--- config.mk ---
export PLATFORM = sky130hd
export DESIGN_NAME = mmio_acc_responder
export DESIGN_NICKNAME = d
export VERILOG_FILES = /design/src/rtl/mmio_acc_responder.sv
export SDC_FILE = /design/constraint.sdc
export NUM_CORES = 1
export LEC_CHECK = 0
export CORE_MARGIN = 2
export CORE_UTILIZATION = 61
export DETAILED_ROUTE_END_ITERATION = 12
export HOLD_SLACK_MARGIN = 0.06
export PLACE_DENSITY = 0.83
export SLEW_MARGIN = 0
export SYNTH_ARGS = -nofsm -noshare
export SYNTH_HDL_FRONTEND = slang
export SYNTH_SLANG_ARGS = --single-unit
--- constraint.sdc ---
create_clock -name clk -period 11.3 [get_ports clk]
set_input_delay 2.26 -clock clk [delete_from_list [all_inputs] [get_ports clk]]
set_output_delay 2.26 -clock clk [all_outputs]
set_load 0.005 [all_outputs]
--- src/rtl/mmio_acc_responder.sv ---
// MMIO responder: operand FIFO plus a sum-accumulate engine.
// Defining ACC_CYCLE_CNT_EN adds the RUN cycle counter at 0x110.
module mmio_acc_responder #(
   parameter int D_WIDTH    = 64,
   parameter int ADDR_WIDTH = 10,
   parameter int FIFO_DEPTH = 8
) (
   input  logic                  clk,
   input  logic                  reset_n,
   input  logic [ADDR_WIDTH-1:0] mem_addr_in,
   input  logic [D_WIDTH-1:0]    mem_data_in,
   input  logic                  mem_we,
   output logic [D_WIDTH-1:0]    mem_rdata,
   output logic                  busy,
   output logic                  done
);

   localparam int PTR_W = $clog2(FIFO_DEPTH);
   localparam int CNT_W = PTR_W + 1;
   localparam int WA_W  = ADDR_WIDTH - 2;

   localparam logic [WA_W-1:0] A_CTRL   = WA_W'('h40);
   localparam logic [WA_W-1:0] A_STATUS = WA_W'('h41);
   localparam logic [WA_W-1:0] A_ACC    = WA_W'('h42);
   localparam logic [WA_W-1:0] A_COUNT  = WA_W'('h43);
   localparam logic [WA_W-1:0] A_CYCLES = WA_W'('h44);
   localparam logic [WA_W-1:0] A_FIFO   = WA_W'('h80);

   localparam logic [1:0] S_IDLE = 2'd0;
   localparam logic [1:0] S_RUN  = 2'd1;
   localparam logic [1:0] S_DONE = 2'd2;

   logic [1:0]         r_state;
   logic [D_WIDTH-1:0] r_acc;
   logic [D_WIDTH-1:0] r_count;
   logic               r_ovf;
   logic [D_WIDTH-1:0] r_rdata;
   logic [D_WIDTH-1:0] r_mem [FIFO_DEPTH];
   logic [PTR_W-1:0]   r_wptr;
   logic [PTR_W-1:0]   r_rptr;
   logic [CNT_W-1:0]   r_fcnt;

   logic [WA_W-1:0]    w_word;
   logic [1:0]         w_unused_addr;
   logic               w_wr_ctrl;
   logic               w_start;
   logic               w_start_ok;
   logic               w_clear;
   logic               w_wr_count;
   logic               w_push_req;
   logic               w_push;
   logic               w_pop;
   logic               w_full;
   logic               w_empty;
   logic [D_WIDTH-1:0] w_head;
   logic [D_WIDTH-1:0] w_status;
   logic [D_WIDTH-1:0] w_rdata;
   logic [D_WIDTH-1:0] w_cycles;

   assign w_word        = mem_addr_in[ADDR_WIDTH-1:2];
   assign w_unused_addr = mem_addr_in[1:0];

   // Clear dominates: a CTRL store with both bits set never starts the engine.
   assign w_wr_ctrl  = mem_we && (w_word == A_CTRL);
   assign w_clear    = w_wr_ctrl && mem_data_in[1];
   assign w_start    = w_wr_ctrl && mem_data_in[0] && !mem_data_in[1];
   assign w_start_ok = w_start && (r_state != S_RUN);
   assign w_wr_count = mem_we && (w_word == A_COUNT) && (r_state != S_RUN);
   assign w_push_req = mem_we && (w_word == A_FIFO);

   assign w_full  = (r_fcnt == CNT_W'(FIFO_DEPTH));
   assign w_empty = (r_fcnt == '0);
   assign w_head  = r_mem[r_rptr];
   assign w_pop   = (r_state == S_RUN) && !w_empty && (r_count != '0);
   assign w_push  = w_push_req && (!w_full || w_pop);

   assign busy      = (r_state == S_RUN);
   assign done      = (r_state == S_DONE);
   assign mem_rdata = r_rdata;

   always_ff @(posedge clk or negedge reset_n) begin
      if (!reset_n) begin
         r_state <= S_IDLE;
      end else begin
         case (r_state)
            S_IDLE: if (w_start) r_state <= S_RUN;
            S_RUN: begin
               if (r_count == '0)
                  r_state <= S_DONE;
               else if (w_pop && (r_count == D_WIDTH'(1)))
                  r_state <= S_DONE;
            end
            S_DONE: begin
               if (w_clear)      r_state <= S_IDLE;
               else if (w_start) r_state <= S_RUN;
            end
            default: r_state <= S_IDLE;
         endcase
      end
   end

   always_ff @(posedge clk or negedge reset_n) begin
      if (!reset_n) begin
         r_acc   <= '0;
         r_count <= '0;
         r_ovf   <= 1'b0;
      end else begin
         if (w_clear)    r_acc <= '0;
         else if (w_pop) r_acc <= r_acc + w_head;

         if (w_wr_count) r_count <= mem_data_in;
         else if (w_pop) r_count <= r_count - 1'b1;

         if (w_clear)                   r_ovf <= 1'b0;
         else if (w_push_req && !w_push) r_ovf <= 1'b1;
      end
   end

   always_ff @(posedge clk or negedge reset_n) begin
      if (!reset_n) begin
         r_wptr <= '0;
         r_rptr <= '0;
         r_fcnt <= '0;
      end else begin
         if (w_push) r_wptr <= r_wptr + 1'b1;
         if (w_pop)  r_rptr <= r_rptr + 1'b1;
         case ({w_push, w_pop})
            2'b10:   r_fcnt <= r_fcnt + 1'b1;
            2'b01:   r_fcnt <= r_fcnt - 1'b1;
            default: r_fcnt <= r_fcnt;
         endcase
      end
   end

   // Storage array needs no reset: occupancy is tracked by r_fcnt.
   always_ff @(posedge clk) begin
      if (w_push) r_mem[r_wptr] <= mem_data_in;
   end

`ifdef ACC_CYCLE_CNT_EN
   logic [D_WIDTH-1:0] r_cycles;

   always_ff @(posedge clk or negedge reset_n) begin
      if (!reset_n)
         r_cycles <= '0;
      else if (w_clear || w_start_ok)
         r_cycles <= '0;
      else if ((r_state == S_RUN) && (r_cycles != '1))
         r_cycles <= r_cycles + 1'b1;
   end

   assign w_cycles = r_cycles;
`else
   assign w_cycles = '0;
`endif

   always_comb begin
      w_status       = '0;
      w_status[0]    = busy;
      w_status[1]    = done;
      w_status[2]    = w_full;
      w_status[3]    = w_empty;
      w_status[4]    = r_ovf;
      w_status[11:8] = 4'(r_fcnt);
   end

   always_comb begin
      w_rdata = '0;
      case (w_word)
         A_STATUS: w_rdata = w_status;
         A_ACC:    w_rdata = r_acc;
         A_COUNT:  w_rdata = r_count;
         A_CYCLES: w_rdata = w_cycles;
         A_FIFO:   w_rdata = D_WIDTH'(r_fcnt);
         default:  w_rdata = '0;
      endcase
   end

   always_ff @(posedge clk or negedge reset_n) begin
      if (!reset_n) r_rdata <= '0;
      else          r_rdata <= w_rdata;
   end

endmodule

==> flow_summary.toml <==
[status]
status = "finished, final reports clean"

[synthesis]
synth_top_family_by_area = "multiplexers"
synthXorXnorAreaFrac = 0.0307
synth_compound_area_frac = 0.0728
netlist_instances = 2263
synth.most_common_cell = "edfxtp_1"
synth_edf_count = 512
synthArstFlopShare = 0.286
synth_area_leader_cell = "edfxtp_1"
syn_area_um2 = 32300
synth_top_area_frac = 0.476
synth_nets = 2413
synth_common_cells = "edfxtp_1, nand2_1, dfrtp_1"
syn_area_per_cell_um2 = 14.3
synth_seq_area_share = 0.635
ys_top_cells_by_area = "edfxtp_1, dfrtp_1, mux4_2"
synth_fa_ha_area_frac = 0.0288
ys_types = 72
ys.flop_type = "edfxtp_1"
ys_warn_count = 0
yosys.area_share.simple = 0.0831
synthMuxAreaShare = 0.132
synth_seq_cells = 717

[run]
maxCapViolations = 0

[clock_network]
post_cts_buffers = 0
h-tree-depth = 3
clockBufferDepth = 3
ctsResizeCount = 0
clockRootBuffer = "clkbuf_16"
cts_tree = "yes"
clock_latency_ns = 0.62
ctsHoldBuffers = 0
clk_pin_slew_ns = 0.06
cts_sinks = 717
cts-buffers-inserted = 71

[floorplan]
start_util = 0.616
ios = 143
die_w_um = 234
die_y_um = 234
core_um2 = 52400
die-area_um2 = 54800
num_rows = 84

[sta]
rsz0062_at_grt = "no"
max_freq_mhz = 153
report.final.setup_viol = 0
setup_tns_ns = 0
max_slew.worst_pin.slew_ns = 1.19
finalCritPeriodShare = 0.577
worst_clock_skew_ns = 0.0261
fin_ws_ns = 4.78
relSlewSlack = 0.204
slew_viol_final = 0
final.min_clock_period_ns = 6.52
finalHoldViolCount = 0

[cells_and_area]
fin_nets = 2527
num-fill-cells = 3233
fin_area_um2 = 36700
syn2layout_area_growth_pct = 13.6
drive_gt1_frac = 0.149
seq_area_um2 = 20500
multiInputGateArea_um2 = 11300

[placed_design]
hpwlAfterDp_um = 47300
gp_congestion = 0.958
post_dp_cell_area_um2 = 34300
port-buffer-count = 140
dp_slack_ns = 4.71

[critical_path]
endpoint_kind = "flop"
path_max_fanout = 91
arrival_ns = 7.03
cp-start-kind = "flop"
cp.required_ns = 11.80
worstSetupPathType = "reg2reg"

[power_and_ir_drop]
netSwitchingFraction = 0.374
p_switching_mw = 3.91
clockPowerShare = 0.224
pwr-share-seq = 0.315
power.leakage_nw = 12.9
p_int_mw = 6.55
power_density_nw_per_um2 = 285
p_comb_frac = 0.461
vdd_drop_max_mv = 0.218

[drt]
vias_per_cell = 6.51
vias = 20325
wl_met2_um = 37500
drt-met1-wl_um = 31600
routed_wl_um = 78500
drc = 0
drtIter0Drc = 2233
highest_layer = "met5"
wl_per_cell_um = 25.1
wl_met3_um = 6700
drt_pass1_iterations = 6
drt.antenna.violating_nets = 0

[worst_hold_path]
hold_path.class = "reg2reg"

[grt]
grt_pass1_wl_um = 120000
overflow = 0
grt_pass1_vias = 20591
gr-usage-all-layers = 0.294
grt_max_degree = 92
antenna_found_initial = 2
worst paths after layout:
check	depth (start not counted)	start	endpoint	slack [ns]
min in group asynchronous	1	reset_n	r_count[6]	1.67
worst max register to register	15	r_rptr[0]	r_acc[56]	4.78
worst min-delay path	1	r_wptr[2]	r_wptr[2]	0.50
worst min register to register	1	r_wptr[2]	r_wptr[2]	0.50
max in group asynchronous	2	reset_n	mem_rdata[42]	8.19
worst max-delay path	15	r_rptr[0]	r_acc[56]	4.78
cell families after synthesis:
family                   after synthesis
adder cells (fa/ha/maj)               73
buffers and inverters                149
flip-flops                           717
AO/OA/AOI/OAI                        390
multiplexers                         256
AND/OR/NAND/NOR                      565
XOR/XNOR                             113
placed cells by master, fill, tap and decap left out, drive strengths merged, types with 12 or more instances in the layout:
cell type / instances
a211oi: 13
a21o: 31
a21oi: 128
a31oi: 18
buf: 31
clkbuf: 102
clkdlybuf4s50: 138
clkinv: 16
dfrtp: 205
edfxtp: 512
ha: 71
inv: 25
mux2: 68
mux2i: 60
mux4: 128
nand2: 231
nand3: 34
nand4: 18
nor2: 139
nor3: 35
nor4: 18
o21ai: 118
o21bai: 13
or3: 17
or4: 12
xnor2: 77
xor2: 36
power by group through the flow:
stage          Sequential (mW)  Combinational [mW]  Clock [mW]
2_1_floorplan             3.18                3.77           0
3_3_place_gp              3.33                4.55           0
3_5_place_dp              3.34                4.67           0
4_1_cts                   3.29                4.73        2.38
5_1_grt                   3.32                5.28        2.48
6_report                  3.30                4.82        2.35
metrics by stage:
| step | utilization | instances | hold WS (ns) | power, mW |
|---|---|---|---|---|
| after floorplan | - | 2263 | 0.457 | 6.96 |
| after global placement | 0.655 | 2992 | 0.477 | 7.88 |
| after CTS | 0.699 | 3121 | 0.495 | 10.4 |
| final | 0.699 | 3123 | 0.500 | 10.5 |
| after global routing | 0.699 | 3122 | 0.542 | 11.1 |
| after detailed placement | 0.655 | 2992 | 0.478 | 8.02 |
final cells by class:
class                   instances  area share
diodes                          2    0.000137
clock buffers                 102      0.0558
clock inverters                27     0.00730
inverters                      21     0.00215
multi-input cells            1397       0.307
flip-flops and latches        717       0.559
well taps                     688      0.0235
repair buffers                169      0.0446
layer usage:
metal,track usage,vias up
met4,0.117,2
met1,0.412,10248
li1,-,8847
met5,0,-
met3,0.0530,206
met2,0.465,1022
critical path: stages, from the launching register on:
cell and delay, ns:
dfrtp_4 0.96, buf_12 0.60, mux4_2 0.61, mux2_2 0.29, ha_1 0.21, fa_1 0.44
a21o_1 0.23, a221oi_1 0.47, o31a_1 0.30, a2111oi_0 0.19, o21ai_0 0.44, a21boi_0 0.31
a31oi_1 0.52, nor2_1 0.14, or4_1 0.49, o2111a_1 0.13
flip-flops by register name (all words and copies together), names as in the netlist:
signal	flops
r_rptr	3
r_ovf	1
r_count	64
mem_rdata	64
r_state	2
r_fcnt	4
r_acc	64
r_wptr	3
r_mem	512
Power figures use the tool's default switching activity.
